$ cat src/rtl/rotary_pkg.sv
// ---------------------------------------------------------------------------
// rotary_pkg
// Shared definitions for the rotary-encoder emulator and its quadrature
// decoder: FSM state encoding, direction constants and the CW/CCW {A,B}
// phase tables.
// ---------------------------------------------------------------------------
package rotary_pkg;

  // One detent step walks IDLE -> PH1 -> PH2 -> PH3 -> PH4 -> IDLE
  typedef enum logic [2:0] {
    ST_IDLE = 3'd0,
    ST_PH1  = 3'd1,
    ST_PH2  = 3'd2,
    ST_PH3  = 3'd3,
    ST_PH4  = 3'd4
  } rot_state_e;

  localparam logic DIR_CW  = 1'b1;  // A leads B
  localparam logic DIR_CCW = 1'b0;  // B leads A

  // {ROT_A, ROT_B} per phase, clockwise
  localparam logic [1:0] AB_CW_IDLE = 2'b00;
  localparam logic [1:0] AB_CW_PH1  = 2'b10;
  localparam logic [1:0] AB_CW_PH2  = 2'b11;
  localparam logic [1:0] AB_CW_PH3  = 2'b01;
  localparam logic [1:0] AB_CW_PH4  = 2'b00;

  // {ROT_A, ROT_B} per phase, counter-clockwise
  localparam logic [1:0] AB_CCW_IDLE = 2'b00;
  localparam logic [1:0] AB_CCW_PH1  = 2'b01;
  localparam logic [1:0] AB_CCW_PH2  = 2'b11;
  localparam logic [1:0] AB_CCW_PH3  = 2'b10;
  localparam logic [1:0] AB_CCW_PH4  = 2'b00;

  // Channel levels for a given state and direction
  function automatic logic [1:0] ab_for_state(input rot_state_e st, input logic dir);
    logic [1:0] ab;
    ab = 2'b00;
    case (st)
      ST_IDLE: ab = (dir == DIR_CW) ? AB_CW_IDLE : AB_CCW_IDLE;
      ST_PH1:  ab = (dir == DIR_CW) ? AB_CW_PH1  : AB_CCW_PH1;
      ST_PH2:  ab = (dir == DIR_CW) ? AB_CW_PH2  : AB_CCW_PH2;
      ST_PH3:  ab = (dir == DIR_CW) ? AB_CW_PH3  : AB_CCW_PH3;
      ST_PH4:  ab = (dir == DIR_CW) ? AB_CW_PH4  : AB_CCW_PH4;
      default: ab = 2'b00;
    endcase
    return ab;
  endfunction

  // State whose levels were on the wire before entering st
  function automatic rot_state_e prev_phase(input rot_state_e st);
    rot_state_e p;
    p = ST_IDLE;
    case (st)
      ST_PH1:  p = ST_IDLE;
      ST_PH2:  p = ST_PH1;
      ST_PH3:  p = ST_PH2;
      ST_PH4:  p = ST_PH3;
      default: p = ST_IDLE;
    endcase
    return p;
  endfunction

endpackage

$ cat src/rtl/rotary_phase_timer.sv
// ---------------------------------------------------------------------------
// rotary_phase_timer
// Phase-length timer. Counts 0..LIMIT-1 while enabled (LIMIT =
// PHASE_CYCLES + BOUNCE_CYCLES) and wraps to 0 on terminal count, so back-to-
// back phases need no reload. Also flags, one cycle ahead, whether the next
// cycle falls on a "bounce back" slot where the old level must be shown.
// Build option: ROT_BOUNCE_EN enables the bounce-slot flag.
// Ports:
//   clk, rst      clock, synchronous active-high reset
//   load          restart the phase at index 0 (step accept)
//   en            count this cycle
//   tc            pulse on the last cycle of a phase (qualified by en)
//   hold_old_next next cycle's index is an odd bounce slot
// ---------------------------------------------------------------------------
module rotary_phase_timer #(
  parameter int PHASE_CYCLES  = 4,
  parameter int BOUNCE_CYCLES = 0
) (
  input  logic clk,
  input  logic rst,
  input  logic load,
  input  logic en,
  output logic tc,
  output logic hold_old_next
);

  localparam int LIMIT = PHASE_CYCLES + BOUNCE_CYCLES;
  localparam int WIDTH = $clog2(LIMIT + 1);
  localparam logic [WIDTH-1:0] LAST = WIDTH'(LIMIT - 1);

  logic [WIDTH-1:0] count_r;
  logic [WIDTH-1:0] count_next_s;

  assign tc = en & (count_r == LAST);

  // Next phase index: restart on load, wrap on terminal count, else step
  always_comb begin
    count_next_s = count_r;
    if (load) begin
      count_next_s = {WIDTH{1'b0}};
    end else if (tc) begin
      count_next_s = {WIDTH{1'b0}};
    end else if (en) begin
      count_next_s = count_r + WIDTH'(1);
    end else begin
      count_next_s = count_r;
    end
  end

  // Phase index register
  always_ff @(posedge clk) begin
    if (rst) begin
      count_r <= {WIDTH{1'b0}};
    end else begin
      count_r <= count_next_s;
    end
  end

`ifdef ROT_BOUNCE_EN
  localparam logic [WIDTH-1:0] BOUNCE_LIM = WIDTH'(BOUNCE_CYCLES);
  // Indices 1,3,5.. inside the bounce window revert to the old level
  assign hold_old_next = (count_next_s < BOUNCE_LIM) & count_next_s[0];
`else
  assign hold_old_next = 1'b0;
`endif

endmodule

$ cat src/rtl/rotary_quadrature_generator.sv
// ---------------------------------------------------------------------------
// rotary_quadrature_generator
// Rotary-encoder emulator: each accepted step request produces one detent of
// Gray-coded ROT_A/ROT_B quadrature (4 phases of PHASE_CYCLES clocks) and
// updates a wrapping signed step counter used as the reference position.
// Build option: ROT_BOUNCE_EN - each phase begins with 2*BOUNCE_COUNT cycles
// of contact bounce on the changing channel (new,old,new,old,...).
// Ports:
//   clk, rst    clock, synchronous active-high reset
//   step_req    request one step (sampled while step_ready)
//   step_dir    1 = clockwise (A leads B), latched at accept
//   step_ready  high while idle
//   step_done   one-cycle pulse in the first idle cycle after a step
//   ROT_A/ROT_B registered quadrature outputs
//   step_count  +1 per CW step, -1 per CCW step, wraps
// ---------------------------------------------------------------------------
module rotary_quadrature_generator #(
  parameter int PHASE_CYCLES = 50000,
  parameter int COUNT_W      = 8,
  parameter int BOUNCE_COUNT = 2
) (
  input  logic               clk,
  input  logic               rst,
  input  logic               step_req,
  input  logic               step_dir,
  output logic               step_ready,
  output logic               step_done,
  output logic               ROT_A,
  output logic               ROT_B,
  output logic [COUNT_W-1:0] step_count
);

  import rotary_pkg::*;

`ifdef ROT_BOUNCE_EN
  localparam int BOUNCE_CYCLES = 2 * BOUNCE_COUNT;
`else
  localparam int BOUNCE_CYCLES = 0;
`endif

  rot_state_e         state_r;
  rot_state_e         state_next_s;
  logic               dir_r;
  logic               dir_eff_s;
  logic               accept_s;
  logic               timer_load_s;
  logic               timer_en_s;
  logic               timer_tc_s;
  logic               hold_old_next_s;
  logic               done_next_s;
  logic [1:0]         ab_next_s;
  logic [1:0]         ab_r;
  logic               step_ready_r;
  logic               step_done_r;
  logic [COUNT_W-1:0] step_count_r;

  rotary_phase_timer #(
    .PHASE_CYCLES  (PHASE_CYCLES),
    .BOUNCE_CYCLES (BOUNCE_CYCLES)
  ) u_timer (
    .clk           (clk),
    .rst           (rst),
    .load          (timer_load_s),
    .en            (timer_en_s),
    .tc            (timer_tc_s),
    .hold_old_next (hold_old_next_s)
  );

  // FSM next state, timer control and step completion
  always_comb begin
    state_next_s = state_r;
    accept_s     = 1'b0;
    timer_load_s = 1'b0;
    timer_en_s   = 1'b0;
    done_next_s  = 1'b0;
    case (state_r)
      ST_IDLE: begin
        if (step_req && step_ready_r) begin
          accept_s     = 1'b1;
          timer_load_s = 1'b1;
          state_next_s = ST_PH1;
        end else begin
          state_next_s = ST_IDLE;
        end
      end
      ST_PH1: begin
        timer_en_s   = 1'b1;
        state_next_s = timer_tc_s ? ST_PH2 : ST_PH1;
      end
      ST_PH2: begin
        timer_en_s   = 1'b1;
        state_next_s = timer_tc_s ? ST_PH3 : ST_PH2;
      end
      ST_PH3: begin
        timer_en_s   = 1'b1;
        state_next_s = timer_tc_s ? ST_PH4 : ST_PH3;
      end
      ST_PH4: begin
        timer_en_s = 1'b1;
        if (timer_tc_s) begin
          done_next_s  = 1'b1;
          state_next_s = ST_IDLE;
        end else begin
          state_next_s = ST_PH4;
        end
      end
      default: begin
        state_next_s = ST_IDLE;
      end
    endcase
  end

  // Direction for the next cycle's levels: a fresh accept uses the live input
  assign dir_eff_s = accept_s ? step_dir : dir_r;

  // Next-cycle channel levels; bounce slots show the previous phase's levels
  always_comb begin
    ab_next_s = ab_for_state(state_next_s, dir_eff_s);
    if ((state_next_s != ST_IDLE) && hold_old_next_s) begin
      ab_next_s = ab_for_state(prev_phase(state_next_s), dir_eff_s);
    end else begin
      ab_next_s = ab_for_state(state_next_s, dir_eff_s);
    end
  end

  // FSM state and latched direction
  always_ff @(posedge clk) begin
    if (rst) begin
      state_r <= ST_IDLE;
      dir_r   <= DIR_CCW;
    end else begin
      state_r <= state_next_s;
      if (accept_s) begin
        dir_r <= step_dir;
      end else begin
        dir_r <= dir_r;
      end
    end
  end

  // Registered outputs and position counter
  always_ff @(posedge clk) begin
    if (rst) begin
      ab_r         <= 2'b00;
      step_ready_r <= 1'b1;
      step_done_r  <= 1'b0;
      step_count_r <= {COUNT_W{1'b0}};
    end else begin
      ab_r         <= ab_next_s;
      step_ready_r <= (state_next_s == ST_IDLE);
      step_done_r  <= done_next_s;
      if (done_next_s) begin
        step_count_r <= (dir_r == DIR_CW) ? (step_count_r + COUNT_W'(1))
                                          : (step_count_r - COUNT_W'(1));
      end else begin
        step_count_r <= step_count_r;
      end
    end
  end

  assign ROT_A      = ab_r[1];
  assign ROT_B      = ab_r[0];
  assign step_ready = step_ready_r;
  assign step_done  = step_done_r;
  assign step_count = step_count_r;

endmodule
$ cat config.mk
export PLATFORM = sky130hd
export DESIGN_NAME = rotary_quadrature_generator
export DESIGN_NICKNAME = d
export VERILOG_FILES = /design/src/rtl/rotary_pkg.sv /design/src/rtl/rotary_phase_timer.sv /design/src/rtl/rotary_quadrature_generator.sv
export SDC_FILE = /design/constraint.sdc
export NUM_CORES = 1
export LEC_CHECK = 0
export BUFFER_PORTS_ARGS = -buffer_cell sky130_fd_sc_hd__buf_2
export CAP_MARGIN = 40
export CORE_ASPECT_RATIO = 0.5
export CORE_MARGIN = 4
export CORE_UTILIZATION = 40
export CTS_BUF_LIST = sky130_fd_sc_hd__clkbuf_8
export DETAILED_ROUTE_END_ITERATION = 10
export SLEW_MARGIN = 20
export SYNTH_ARGS = -nofsm -noshare
export SYNTH_HDL_FRONTEND = slang
export SYNTH_SLANG_ARGS = --single-unit
export TNS_END_PERCENT = 20
$ cat constraint.sdc
create_clock -name clk -period 3.26 [get_ports clk]
set_clock_uncertainty 0.2 [all_clocks]
set_input_delay 0.326 -clock clk [delete_from_list [all_inputs] [get_ports clk]]
set_output_delay 0.326 -clock clk [all_outputs]
set_load 0.01 [all_outputs]
Word level (Yosys, flattened, before mapping)

Cells that the tools add are included.

Input bits: 4
Flip-flop bits (word level): 32
Output and inout bits: 12
Word-level logic and storage cells: 40

Eq/ne operators: 8
Reduce and logical (&&, ||, !) cells: 5
Muxes and demuxes: 16
Bitwise gates (word level): 1
Add/subtract/negate cells: 3

Operators with widths:

| cell                                                | count |
|---|---|
| adder 16 x 1 -> 16 bit, second input constant       | 1 |
| equality test 16 bit, second input constant         | 1 |
| one-hot mux 3 bit (5 select lines)                  | 1 |
| equality test 3 x 2 -> 1 bit, second input constant | 4 |
| adder 8 x 1 -> 8 bit, second input constant         | 1 |
| two-way mux 1 bit                                   | 8 |
| two-way mux 8 bit                                   | 1 |
| subtractor 8 x 1 -> 8 bit, second input constant    | 1 |
| equality test 3 x 1 -> 1 bit, second input constant | 2 |
| zero test 3 bit                                     | 2 |
| two-way mux 2 bit                                   | 3 |
| two-way mux 3 bit                                   | 2 |
| one-hot mux 2 bit (3 select lines)                  | 1 |
| OR reduction 4 bit                                  | 1 |
| equality test 3 bit, second input constant          | 1 |
| OR reduction 3 bit                                  | 1 |
| AND 1 bit                                           | 1 |
| logical AND 1 bit                                   | 1 |

Depth between registers and ports, before layout

Word-level depth: 8
Mapped depth: 9
Gate-level depth less buffers: 7

Modules after synthesis

From an unflattened synthesis, not the netlist that was laid out.

Cells, all modules: 229
Area total of the unflattened synthesis: 1996.9 um2

By module, submodules not included:

| module                      | sequential area each (um2) | area each (um2) | cells an instance | times used |
|---|---|---|---|---|
| rotary_quadrature_generator | 320.3                      | 1206.2          | 140               | 1 |
| rotary_phase_timer          | 320.3                      | 790.8           | 89                | 1 |

Worst setup path after synthesis

Ideal clock, no wire load.

Path kind: reg-to-reg
Start: register state_r[1]
End: register step_count_r[6] (netlist: step_count[6])
Stages on the path, launching flop included: 9
Required time: 2.993 ns
Data arrival time: 2.106 ns
Slack: 0.886 ns
Path buffers: 3
Period minus slack after synthesis: 2.374 ns
Library setup time: 0.067 ns
Cells stage by stage: dfxtp_1 > buf_6 > o21a_4 > or3_1 > buf_6 > or4_4 > buf_6 > a31o_1 > a21oi_2

Longest elaborated chain between the ends: 6
Elaborated cells on any way between the ends: 9
Those cells by class: eq/ne (4); mux (3); bitwise (1); reduce/logical (1)

RTL lines:

| element                                           | RTL line                           | source |
|---|---|---|
| start, declared                                   | rotary_quadrature_generator.sv:41  | `rot_state_e state_r;` |
| start signal, assigned                            | rotary_quadrature_generator.sv:132 | `state_r <= state_next_s;` |
| equality test 3 bit, or another cell as far along | rotary_quadrature_generator.sv:76  | `case (state_r)` |
| OR reduction 4 bit (no source line)               | --                                 |  |
| two-way mux 1 bit                                 | rotary_quadrature_generator.sv:76  |  |
| AND 1 bit                                         | rotary_phase_timer.sv:34           | `assign tc = en & (count_r == LAST);` |
| two-way mux 1 bit                                 | rotary_quadrature_generator.sv:100 | `if (timer_tc_s) begin` |
| two-way mux 1 bit (*)                             | rotary_quadrature_generator.sv:76  |  |
| end signal, assigned                              | rotary_quadrature_generator.sv:147 | `step_count_r <= {COUNT_W{1'b0}};` |
| end signal, assigned                              | rotary_quadrature_generator.sv:153 | `step_count_r <= (dir_r == DIR_CW) ? (step_count_r + COUNT_W'(1))` |
| end signal, assigned                              | rotary_quadrature_generator.sv:156 | `step_count_r <= step_count_r;` |
| end, declared                                     | rotary_quadrature_generator.sv:55  | `logic [COUNT_W-1:0] step_count_r;` |

Every way passes the cells marked *; elsewhere a longest branch is shown, timed or not.
A chain may end at the register's enable or synchronous reset.

Worst setup path after layout

Start: register dir_r
End: register step_count_r[7] (netlist: step_count[7])

Longest elaborated chain between the ends: 1

RTL lines:

| element                | RTL line                           | source |
|---|---|---|
| start, declared        | rotary_quadrature_generator.sv:43  | `logic dir_r;` |
| start signal, assigned | rotary_quadrature_generator.sv:134 | `dir_r <= step_dir;` |
| start signal, assigned | rotary_quadrature_generator.sv:136 | `dir_r <= dir_r;` |
| two-way mux 8 bit      | rotary_quadrature_generator.sv:153 |  |

No other way between the ends.

==> flow_summary.json <==
{
  "p_sw_share_pct": 23.7,
  "worstPathMaxFanout": 10,
  "drtPass1Iterations": 4,
  "hold_viol": 0,
  "layout-drive-gt1-share_pct": 17.0,
  "synth_flop_cell": "dfxtp_1",
  "finalSetupTns_ns": 0,
  "setup_viol": 0,
  "fin_total_pwr_mw": 0.850,
  "clkSinkCount": 32,
  "clk_latency_ns": 0.29,
  "ys_seq_area_share_pct": 36.9,
  "root_buffer": "clkbuf_8",
  "synth.cell_area_mm2": 0.00174,
  "synth_nets": 209,
  "postCtsHoldBufs": 0,
  "worstHoldPathCells": 3,
  "antenna_found_initial": 0,
  "routedWlPerCell_um": 12.5,
  "synth_top_family_by_area": "simple AND/OR/NAND/NOR gates",
  "numCtsBuffers": 5,
  "layout_min_cycle_time_ns": 2.61,
  "syn2layout_area_growth_pct": 11.5,
  "async_reset_ff_share_pct": 0,
  "htree_levels": 2,
  "slew_headroom_pct": 60.0,
  "rrSetupSlack_ns": 0.65,
  "drc": 0,
  "ys_warn_count": 0,
  "portBuffers": 15,
  "fp.dieH_um": 54.6,
  "rsz0062_at_grt": "false",
  "syn_inst": 197,
  "p_int_mw": 0.649,
  "power_frac_clock_pct": 44.7,
  "final_util_pct": 47.9,
  "holdPathEnd": "dir_r",
  "globalRouteTotalUtil_pct": 14.0,
  "critPathCaptureType": "flip-flop",
  "synth.distinct_cells": 46,
  "mostFrequentLayoutCell": "dfxtp_1",
  "crit_arrival_ns": 2.59,
  "fin_nets": 223,
  "ios": 16,
  "ctsResizeCount": 0,
  "avgViaCountPerCell": 5.20,
  "syn_area_per_cell_um2": 8.82,
  "crit_required_ns": 3.24,
  "tritoncts": "built",
  "seqPwrFrac_pct": 47.6,
  "gp_congestion": 0.799,
  "synth_fa_ha_area_share_pct": 6.20,
  "core_mm2": 0.00404,
  "p_sw_mw": 0.201,
  "layout_common_cells": "dfxtp_1, nor2_1, buf_2, xnor2_1",
  "hold_class": "in -> reg",
  "postCtsSetupRepairBufs": 0,
  "rows": 16,
  "yosys.area_share.simple_pct": 26.7,
  "place_inst": 258,
  "maxCapViolCount": 0,
  "initial_core_util_pct": 42.9,
  "dp_hpwl_um": 2380,
  "synth_edf_count": 0,
  "power_leakage_nw": 0.759,
  "drt.antenna.violating_nets": 0,
  "hold_start": "step_dir",
  "period_share_pct": 80.0,
  "fin_cells": 266,
  "tightest_slew_ns": 0.596,
  "synth-seq-cells": 32,
  "reg2reg_from": "dir_r",
  "path_clk_slew_ns": 0.08,
  "drt-initial-drc-count": 26,
  "synth_xor_area_share_pct": 10.6,
  "power.density_mw_per_mm2": 439,
  "grt_overflow": 0,
  "vdd_drop_max_mv": 0.161,
  "fin_hold_ws_ns": 0.119,
  "cp-start-kind": "flip-flop",
  "die_w_um": 101,
  "grt_pass1_wl_um": 6020,
  "clock_path_buffers": 2,
  "grt_pass1_vias": 1330,
  "synth_compound_area_share_pct": 11.1,
  "power_frac_comb_pct": 7.7,
  "worstReg2RegEnd": "step_count[7]",
  "slew_violations": 0,
  "insertedDiodeCount": 0,
  "synth_mux_area_share_pct": 4.11,
  "crit_type": "reg -> reg",
  "max_freq_ghz": 0.383,
  "fillCellCount": 411,
  "vias": 1383,
  "grt_max_degree": 20,
  "status": "completed",
  "reg2regPathDepth": 7,
  "totalWireLength_um": 3330,
  "die_area_mm2": 0.00552
}
[power by group through the flow]
stage / Sequential [mW] / Clock [mW] / Combinational, mW
after floorplan: 0.414 / 0 / 0.0491
after global placement: 0.414 / 0 / 0.0644
after detailed placement: 0.413 / 0 / 0.0647
after CTS: 0.405 / 0.387 / 0.0652
after global routing: 0.406 / 0.407 / 0.0739
final: 0.405 / 0.380 / 0.0655
[layer usage]
layer  vias to the layer above  global-route usage [%]  share of wire, %
met4                         0                    4.64              0.42
met3                         2                    5.34               4.0
met5                         -                       0                 0
met1                       633                    17.5                52
li1                        731                       -                 -
met2                        17                    22.5                44
[state kept, by name (all words and copies together) (netlist names)]
register / flops
ab_r: 2
dir_r: 1
state_r: 3
step_count: 8
step_done: 1
step_ready: 1
u_timer.count_r: 16
[per-stage QoR]
step | instance area, µm² | setup slack (ns)
final | 1940 | 0.651
after global routing | 1940 | 0.446
after CTS | 1940 | 0.659
after detailed placement | 1830 | 0.684
after global placement | 1830 | 0.648
after floorplan | 1740 | 0.886
[cells in the mapped netlist (2+ instances only)]
master,count,area [µm²]
a21oi_1,8,40.0
nand4_1,3,18.8
xor2_1,8,70.1
nor3_1,11,55.1
a221oi_1,2,17.5
nor2b_1,2,12.5
or3_1,2,12.5
xnor2_1,13,114
a21o_1,3,22.5
or3_2,2,15.0
inv_1,6,22.5
clkbuf_1,4,15.0
ha_1,7,87.6
dfxtp_1,32,641
nand3_1,8,40.0
and3_1,2,12.5
a311oi_1,2,17.5
nor4_1,5,31.3
nand2_1,11,41.3
buf_6,3,33.8
o21ai_0,4,20.0
mux2i_1,6,60.1
nor2_1,28,105
or2_2,3,18.8
[worst max-delay path: stages (launching register included)]
cell and delay, ns:
dfxtp_1 0.42, inv_1 0.22, ha_1 0.40, and3_1 0.20, a221oi_1 0.40, a21oi_1 0.15, mux2i_1 0.17, mux2_2 0.34
[cell families after synthesis]
group | after synthesis
buffers and inverters | 14
AOI/OAI and AO/OA | 27
muxes | 7
xor gates and xnor gates | 21
and+or+nand+nor | 88
adders and majority gates | 8
DFF | 32
[final cells by class]
cell class | instances | area, µm² | share of cell area (%)
multi-input cells | 151 | 1020 | 52.6
flip-flops and latches | 32 | 641 | 33.1
repair buffers | 15 | 75.1 | 3.88
clock buffers | 5 | 68.8 | 3.55
well taps | 54 | 67.6 | 3.49
clock inverters | 3 | 42.5 | 2.20
inverters | 6 | 22.5 | 1.16
[how the worst max path moves through the flow]
stage | startpoint | to | slack, ns | cells after the start
floorplan | state_r[1] | step_count[6] | 0.89 | 8
global placement | dir_r | step_count[7] | 0.65 | 7
detailed placement | dir_r | step_count[7] | 0.68 | 7
CTS | dir_r | step_count[7] | 0.66 | 7
global route | dir_r | step_count[7] | 0.45 | 7
finish | dir_r | step_count[7] | 0.65 | 7
No activity file was read; power rests on OpenSTA's default activity.
